**src/rtl/calc_pkg.sv**
```systemverilog
// calc_pkg: shared definitions for the calculator core.
//   - key-code constants delivered by the keypad scanner
//   - FSM state enum and pending-operator enum
//   - key_to_op(): maps an operator key code to its op_t (OP_NONE otherwise)
package calc_pkg;

  localparam logic [4:0] KEY_SQUARE = 5'b00001;
  localparam logic [4:0] KEY_CE     = 5'b00010;
  localparam logic [4:0] KEY_EQUALS = 5'b00100;
  localparam logic [4:0] KEY_ADD    = 5'b01001;
  localparam logic [4:0] KEY_MUL    = 5'b01010;
  localparam logic [4:0] KEY_SUB    = 5'b01011;
  localparam logic [4:0] KEY_AC     = 5'b01100;

  typedef enum logic [2:0] {
    ST_ENTER_A = 3'd0,
    ST_OP_WAIT = 3'd1,
    ST_ENTER_B = 3'd2,
    ST_MUL_RUN = 3'd3,
    ST_RESULT  = 3'd4
  } state_t;

  typedef enum logic [1:0] {
    OP_NONE = 2'd0,
    OP_ADD  = 2'd1,
    OP_SUB  = 2'd2,
    OP_MUL  = 2'd3
  } op_t;

  function automatic op_t key_to_op(input logic [4:0] code);
    op_t op_v;
    case (code)
      KEY_ADD: op_v = OP_ADD;
      KEY_SUB: op_v = OP_SUB;
      KEY_MUL: op_v = OP_MUL;
      default: op_v = OP_NONE;
    endcase
    return op_v;
  endfunction

endpackage

```
**src/rtl/calc_seq_mul.sv**
```systemverilog
// calc_seq_mul: radix-2 shift-add multiplier, W x W -> 2W.
//   clock, reset : core clock, async active-low reset
//   start        : load a/b and begin (ignored while busy)
//   a, b         : operands
//   busy         : high for exactly W cycles, starting at the edge after start
//   done         : high during the final busy cycle; p is already final then,
//                  so the consumer can latch p on the same edge busy falls
//   p            : product
// Bit 0 of b is folded into the load, the remaining W-1 bits take one cycle
// each, and one trailing cycle presents the result with done asserted.
module calc_seq_mul #(
  parameter int W = 20
) (
  input  logic           clock,
  input  logic           reset,
  input  logic           start,
  input  logic [W-1:0]   a,
  input  logic [W-1:0]   b,
  output logic           busy,
  output logic           done,
  output logic [2*W-1:0] p
);

  localparam int CW = $clog2(W) + 1;
  localparam logic [CW-1:0] CNT_LOAD = CW'(W - 1);
  localparam logic [CW-1:0] CNT_ONE  = CW'(1);
  localparam logic [CW-1:0] CNT_ZERO = CW'(0);

  logic [2*W-1:0] mcand_r;
  logic [2*W-1:0] prod_r;
  logic [W-1:0]   mplier_r;
  logic [CW-1:0]  cnt_r;
  logic           busy_r;
  logic           done_r;

  assign busy = busy_r;
  assign done = done_r;
  assign p    = prod_r;

  // Load, iterate one multiplier bit per cycle, then flag completion.
  always_ff @(posedge clock or negedge reset) begin
    if (!reset) begin
      mcand_r  <= {(2*W){1'b0}};
      prod_r   <= {(2*W){1'b0}};
      mplier_r <= {W{1'b0}};
      cnt_r    <= CNT_ZERO;
      busy_r   <= 1'b0;
      done_r   <= 1'b0;
    end else if (start && !busy_r) begin
      prod_r   <= b[0] ? {{W{1'b0}}, a} : {(2*W){1'b0}};
      mcand_r  <= {{(W-1){1'b0}}, a, 1'b0};
      mplier_r <= b >> 1;
      cnt_r    <= CNT_LOAD;
      busy_r   <= 1'b1;
      done_r   <= 1'b0;
    end else if (busy_r) begin
      if (cnt_r != CNT_ZERO) begin
        if (mplier_r[0]) begin
          prod_r <= prod_r + mcand_r;
        end else begin
          prod_r <= prod_r;
        end
        mcand_r  <= mcand_r << 1;
        mplier_r <= mplier_r >> 1;
        cnt_r    <= cnt_r - CNT_ONE;
        done_r   <= (cnt_r == CNT_ONE);
      end else begin
        busy_r <= 1'b0;
        done_r <= 1'b0;
      end
    end else begin
      done_r <= 1'b0;
    end
  end

endmodule

```
**src/rtl/calc_core_param.sv**
```systemverilog
// calc_core_param: keypad-driven hex calculator core, DIGITS hex digits wide.
//   clock    : system clock, rising edge
//   reset    : asynchronous active-low reset
//   newkey   : key-valid level; accepted on its rising edge when not busy
//   keycode  : key code (see calc_pkg)
//   value    : displayed number (W = 4*DIGITS bits), registered
//   overflow : sticky overflow, cleared by reset / AC
//   busy     : multiplier running, keys dropped
// DIGITS must be at least 2.
module calc_core_param
  import calc_pkg::*;
#(
  parameter int DIGITS = 5
) (
  input  logic                  clock,
  input  logic                  reset,
  input  logic                  newkey,
  input  logic [4:0]            keycode,
  output logic [4*DIGITS-1:0]   value,
  output logic                  overflow,
  output logic                  busy
);

  localparam int W  = 4 * DIGITS;
  localparam int NW = $clog2(DIGITS + 1);
  localparam logic [NW-1:0] N_MAX  = NW'(DIGITS);
  localparam logic [NW-1:0] N_ONE  = NW'(1);
  localparam logic [NW-1:0] N_ZERO = NW'(0);

  state_t         state_r;
  state_t         mul_dest_r;
  op_t            op_r;
  op_t            mul_next_op_r;
  op_t            key_op_s;
  logic           newkey_r;
  logic           overflow_r;
  logic [W-1:0]   acc_r;
  logic [W-1:0]   entry_r;
  logic [W-1:0]   value_r;
  logic [NW-1:0]  n_r;

  logic           accept_s;
  logic           srst_s;
  logic [W:0]     sum_s;
  logic [W:0]     diff_s;
  logic [W-1:0]   alu_res_s;
  logic           alu_ovf_s;
  logic [W-1:0]   entry_shift_s;
  logic [W-1:0]   entry_first_s;
  logic           mul_start_s;
  logic [W-1:0]   mul_a_s;
  logic [W-1:0]   mul_b_s;
  logic           mul_busy_s;
  logic           mul_done_s;
  logic [2*W-1:0] mul_p_s;

  assign value    = value_r;
  assign overflow = overflow_r;
  assign busy     = mul_busy_s;

  // Rising edge of newkey while idle; AC (or CE on a result) clears everything.
  always_comb begin
    accept_s      = newkey && !newkey_r && !mul_busy_s;
    srst_s        = accept_s && ((keycode == KEY_AC) ||
                                 ((keycode == KEY_CE) && (state_r == ST_RESULT)));
    key_op_s      = key_to_op(keycode);
    entry_shift_s = {entry_r[W-5:0], keycode[3:0]};
    entry_first_s = {{(W-4){1'b0}}, keycode[3:0]};
  end

  // Add/sub datapath for the pending operator; carry/borrow is bit W.
  always_comb begin
    sum_s  = {1'b0, acc_r} + {1'b0, entry_r};
    diff_s = {1'b0, acc_r} - {1'b0, entry_r};
    case (op_r)
      OP_ADD: begin
        alu_res_s = sum_s[W-1:0];
        alu_ovf_s = sum_s[W];
      end
      OP_SUB: begin
        alu_res_s = diff_s[W-1:0];
        alu_ovf_s = diff_s[W];
      end
      default: begin
        alu_res_s = entry_r;
        alu_ovf_s = 1'b0;
      end
    endcase
  end

  // Launch the multiplier for square, or for a pending multiply being evaluated.
  always_comb begin
    mul_start_s = 1'b0;
    mul_a_s     = acc_r;
    mul_b_s     = entry_r;
    if (accept_s && (keycode == KEY_SQUARE)) begin
      mul_start_s = 1'b1;
      mul_a_s     = value_r;
      mul_b_s     = value_r;
    end else if (accept_s && (state_r == ST_ENTER_B) && (op_r == OP_MUL) &&
                 ((keycode == KEY_EQUALS) || (key_op_s != OP_NONE))) begin
      mul_start_s = 1'b1;
    end else begin
      mul_start_s = 1'b0;
    end
  end

  calc_seq_mul #(.W(W)) u_mul (
    .clock (clock),
    .reset (reset),
    .start (mul_start_s),
    .a     (mul_a_s),
    .b     (mul_b_s),
    .busy  (mul_busy_s),
    .done  (mul_done_s),
    .p     (mul_p_s)
  );

  // Calculator FSM and registered display/overflow outputs.
  always_ff @(posedge clock or negedge reset) begin
    if (!reset) begin
      newkey_r      <= 1'b0;
      state_r       <= ST_ENTER_A;
      mul_dest_r    <= ST_RESULT;
      op_r          <= OP_NONE;
      mul_next_op_r <= OP_NONE;
      acc_r         <= {W{1'b0}};
      entry_r       <= {W{1'b0}};
      value_r       <= {W{1'b0}};
      n_r           <= N_ZERO;
      overflow_r    <= 1'b0;
    end else begin
      newkey_r <= newkey;
      if (mul_done_s) begin
        // Product lands in acc; shown both in RESULT and OP_WAIT.
        acc_r      <= mul_p_s[W-1:0];
        value_r    <= mul_p_s[W-1:0];
        overflow_r <= overflow_r | (|mul_p_s[2*W-1:W]);
        op_r       <= mul_next_op_r;
        state_r    <= mul_dest_r;
      end else if (srst_s) begin
        state_r    <= ST_ENTER_A;
        op_r       <= OP_NONE;
        acc_r      <= {W{1'b0}};
        entry_r    <= {W{1'b0}};
        value_r    <= {W{1'b0}};
        n_r        <= N_ZERO;
        overflow_r <= 1'b0;
      end else if (mul_start_s) begin
        state_r <= ST_MUL_RUN;
        if (keycode == KEY_SQUARE || keycode == KEY_EQUALS) begin
          mul_dest_r    <= ST_RESULT;
          mul_next_op_r <= OP_NONE;
        end else begin
          mul_dest_r    <= ST_OP_WAIT;
          mul_next_op_r <= key_op_s;
        end
      end else if (accept_s) begin
        if (keycode[4]) begin
          case (state_r)
            ST_ENTER_A, ST_ENTER_B: begin
              if (n_r < N_MAX) begin
                entry_r <= entry_shift_s;
                value_r <= entry_shift_s;
                n_r     <= n_r + N_ONE;
              end else begin
                n_r <= n_r;
              end
            end
            ST_OP_WAIT, ST_RESULT: begin
              entry_r <= entry_first_s;
              value_r <= entry_first_s;
              n_r     <= N_ONE;
              state_r <= (state_r == ST_OP_WAIT) ? ST_ENTER_B : ST_ENTER_A;
            end
            default: begin
              n_r <= n_r;
            end
          endcase
        end else if (key_op_s != OP_NONE) begin
          case (state_r)
            ST_ENTER_A, ST_RESULT: begin
              acc_r   <= value_r;
              op_r    <= key_op_s;
              state_r <= ST_OP_WAIT;
            end
            ST_ENTER_B: begin
              // Chaining: fold the pending add/sub into acc first.
              acc_r      <= alu_res_s;
              value_r    <= alu_res_s;
              overflow_r <= overflow_r | alu_ovf_s;
              op_r       <= key_op_s;
              state_r    <= ST_OP_WAIT;
            end
            ST_OP_WAIT: begin
              op_r <= key_op_s;
            end
            default: begin
              op_r <= op_r;
            end
          endcase
        end else if (keycode == KEY_EQUALS) begin
          if (state_r == ST_ENTER_B) begin
            acc_r      <= alu_res_s;
            value_r    <= alu_res_s;
            overflow_r <= overflow_r | alu_ovf_s;
            op_r       <= OP_NONE;
            state_r    <= ST_RESULT;
          end else begin
            state_r <= state_r;
          end
        end else if (keycode == KEY_CE) begin
          entry_r <= {W{1'b0}};
          n_r     <= N_ZERO;
          if (state_r == ST_ENTER_A || state_r == ST_ENTER_B) begin
            value_r <= {W{1'b0}};
          end else begin
            value_r <= value_r;
          end
        end else begin
          state_r <= state_r;
        end
      end else begin
        state_r <= state_r;
      end
    end
  end

endmodule

```
**config.mk**
```make
export PLATFORM = sky130hd
export DESIGN_NAME = calc_core_param
export DESIGN_NICKNAME = d
export VERILOG_FILES = /design/src/rtl/calc_pkg.sv /design/src/rtl/calc_seq_mul.sv /design/src/rtl/calc_core_param.sv
export SDC_FILE = /design/constraint.sdc
export NUM_CORES = 1
export LEC_CHECK = 0
export BUFFER_PORTS_ARGS = -buffer_cell sky130_fd_sc_hd__buf_2
export CELL_PAD_IN_SITES_DETAIL_PLACEMENT = 1
export CELL_PAD_IN_SITES_GLOBAL_PLACEMENT = 1
export CORE_MARGIN = 2
export CORE_UTILIZATION = 50
export CTS_BUF_LIST = sky130_fd_sc_hd__clkbuf_4 sky130_fd_sc_hd__clkbuf_8
export CTS_CLUSTER_SIZE = 14
export DETAILED_ROUTE_END_ITERATION = 12
export GPL_TIMING_DRIVEN = 0
export PLACE_DENSITY_LB_ADDON = 0.3
export SKIP_LAST_GASP = 1
export SLEW_MARGIN = 10
export SYNTH_ARGS = -nofsm -noshare
export SYNTH_HDL_FRONTEND = slang
export SYNTH_SLANG_ARGS = --single-unit
```
**constraint.sdc**
```tcl
create_clock -name clock -period 4.07 [get_ports clock]
set_clock_uncertainty 0.15 [all_clocks]
set_input_delay 0.6105 -clock clock [delete_from_list [all_inputs] [get_ports clock]]
set_output_delay 0.6105 -clock clock [all_outputs]
set_load 0.01 [all_outputs]
```
==> reports/results.tsv <==
metric	value	unit
die-area	0.0271	mm2
ys_seq_elements	180	
cp_max_fo	5	
cp_num_buf_inv	1	
max-slew-margin-rel	36.7	%
placementRows	58	
wl_per_cell	24.3	um
final_hold_viol_count	0	
cts_sinks	180	
start_util	51.1	%
syn_to_final_growth	8.50	%
synthDistinctLibCells	76	
status	complete, no violations	
synthCells	1566	
cts_max_path_buffers	2	
fin_hold_ws	0.105	ns
ys.flop_type	dfrtp_1	
p_total	0.00908	W
diodes	0	
vdd_drop_max	0.268	mV
clk_pin_slew	0.11	ns
worstPathArrival	4.15	ns
netlist_area	0.0129	mm2
crit_path_end_kind	register	
dieWidth	165	um
setup_viol	0	
min_period	3.89	ns
fill_cells	3117	
ys_seq_area_share	34.9	%
yosys_warnings	0	
cp_cell_sequence	ha_1 -> inv_1 -> fa_1 -> nand2b_1 -> a21oi_2 -> nor2_1 -> o41ai_4 -> a21o_1 -> o41ai_2 -> o31a_1 -> or4b_1 -> and3_1 -> a31oi_1	
vias	13100	
cts-root-buf	clkbuf_8	
fin_nets	1712	
cts_buffers	17	
placed_area	0.0135	mm2
grt_overflow	0	
finalCritPeriodShare	95.5	%
clk_latency	0.49	ns
final-instance-count-excl-fill	1959	
crit_path_start_kind	register	
gp_congestion	0.933	
final_cell_mix	241 x nand2_1, 178 x dfrtp_1, 157 x a21oi_1, 125 x o21ai_0, 117 x nor2_1	
grt_max_degree	66	
tritoncts	done	
min_path_type	in2reg	
fmax	257	MHz
io_buffer_count	27	
firstDrtPassIters	7	
drt-total-wl	47500	um
syn_nets	1661	
ios	30	
synth_edf_count	0	
drive_above_1_share	5.95	%
grt_pass1_vias	13300	
final_common_cell	nand2_1	
core-area	0.0253	mm2
viasPerCell	6.67	
worstSetupPathType	reg2reg	
maxSlewViolCount	0	
grt_pass1_wl	74200	um
die_y	165	um
drc_errors	0	
cp_slowest_cell	or4b_1	
cp_top_family	compound AO/OA/AOI/OAI gates	
stdcell_area	0.0140	mm2
tightest_slew	0.950	ns
ant_nets	0	
cellPowerDensity	649	mW/mm2
dp_hpwl	35600	um
antenna_found_initial	0	
synth_area_per_cell	8.23	um2
max_stage_delay	0.47	ns
track_usage	35.5	%
dp.cells	1925	
cts_max_level	4	
maxCapViolCount	0	
async_flop_share	100	%
drtIter0Drc	1539	
crit_required	4.33	ns
leakage	6.18	nW
utilization	55.4	%
[Yosys cell counts (all sizes together) (5+ instances only)]
| library cell | n | area [um2] |
|---|---|---|
| nand3 | 25 | 125 |
| mux2i | 11 | 110 |
| a221o | 42 | 420 |
| a211o | 5 | 43.8 |
| xor2 | 29 | 254 |
| a21o | 30 | 225 |
| a22oi | 11 | 82.6 |
| o31ai | 18 | 135 |
| nor2b | 12 | 75.1 |
| o21a | 13 | 97.6 |
| nor3 | 25 | 130 |
| xnor2 | 39 | 342 |
| and3 | 13 | 81.3 |
| or3 | 14 | 87.6 |
| dfrtp | 179 | 4480 |
| nand2b | 15 | 93.8 |
| o21ai | 128 | 641 |
| and2 | 6 | 37.5 |
| clkbuf | 77 | 289 |
| a31oi | 18 | 113 |
| nand2 | 243 | 917 |
| buf | 24 | 108 |
| nand4 | 11 | 68.8 |
| a211oi | 10 | 75.1 |
| ha | 84 | 1050 |
| a222oi | 14 | 140 |
| nor4 | 8 | 50.1 |
| inv | 55 | 206 |
| o211ai | 10 | 75.1 |
| a221oi | 14 | 123 |
| or4 | 8 | 60.1 |
| o41ai | 5 | 70.1 |
| a21oi | 159 | 800 |
| nor2 | 118 | 450 |
| o21bai | 15 | 113 |
| a21boi | 19 | 143 |
[worst register-to-register path, stage by stage (launching register included)]
cell and delay (ns):
dfrtp_1 0.41, ha_1 0.19, inv_1 0.06, fa_1 0.44
nand2b_1 0.21, a21oi_2 0.18, nor2_1 0.13, o41ai_4 0.46
a21o_1 0.24, o41ai_2 0.15, o31a_1 0.39, or4b_1 0.47
and3_1 0.17, a31oi_1 0.15
[through the flow]
step                      setup TNS (ns)  setup slack, ns
after CTS                              0           0.0596
after global placement           -134.78           -0.763
after global routing             -0.0131          -0.0131
final                                  0            0.184
after detailed placement          -0.517           -0.213
after floorplan                        0            0.777
[path summary, 6_finish.rpt]
| kind | startpoint | to | slack [ns] | cells after the start |
|---|---|---|---|---|
| min in group asynchronous | reset | acc_r[15] | 0.47 | 2 |
| setup / recovery | u_mul.p[1] | u_mul.p[39] | 0.18 | 13 |
| hold / removal | newkey | newkey_r | 0.11 | 1 |
| setup reg to reg | u_mul.p[1] | u_mul.p[39] | 0.18 | 13 |
| hold reg to reg | mul_dest_r[2] | mul_dest_r[2] | 0.32 | 2 |
| max in group asynchronous | reset | mul_dest_r[2] | 2.54 | 3 |
[where the power goes]
| group | switching [W] | internal, W |
|---|---|---|
| clock network | 0.000737 | 0.000674 |
| registers | 0.000657 | 0.00225 |
| logic | 0.00293 | 0.00183 |
| total | 0.00433 | 0.00476 |
[what timing repair did]
item / CTS / global route
setup buffers: 0 / 2
hold endpoints to repair: 52 / 0
endpoints found under the setup margin: 7 / 10
resized for setup: 1 / 5
pin swaps: 0 / 2
hold buffers: 1 / 0
[sequential cells by signal (all words and copies together), names as in the netlist, 3 cells and up]
register / cells
entry_r: 20
value: 20
u_mul.p: 40
n_r: 3
u_mul.mcand_r: 39
u_mul.mplier_r: 19
acc_r: 20
state_r: 3
u_mul.cnt_r: 6
[per-layer routing]
metal	global-route usage (%)	wire (um)	vias to the layer above
li1	-	-	5784
met1	49.1	20600	6557
met2	56.1	21300	605
met3	7.21	4070	119
met4	10.9	1520	0
met5	0	0	-
[cell families after synthesis]
group                      count (synthesis)  synth area share, %
AOI/OAI and AO/OA                        550                 28.4
xor gates and xnor gates                  68                 4.62
adders and majority gates                 88                 8.69
buffers and inverters                    156                 4.68
DFF                                      180                 34.9
muxes                                     12                0.941
and+or+nand+nor                          512                 17.7
[cell type report]
| class | count | area (um2) | area share [%] |
|---|---|---|---|
| well taps | 330 | 413 | 2.95 |
| repair buffers | 32 | 225 | 1.61 |
| inverters | 55 | 206 | 1.48 |
| flip-flops and latches | 180 | 4510 | 32.2 |
| clock inverters | 10 | 146 | 1.05 |
| clock buffers | 21 | 289 | 2.07 |
| plain buffers | 101 | 397 | 2.83 |
| multi-input cells | 1230 | 7810 | 55.8 |
No activity file was read; power rests on OpenSTA's default activity.
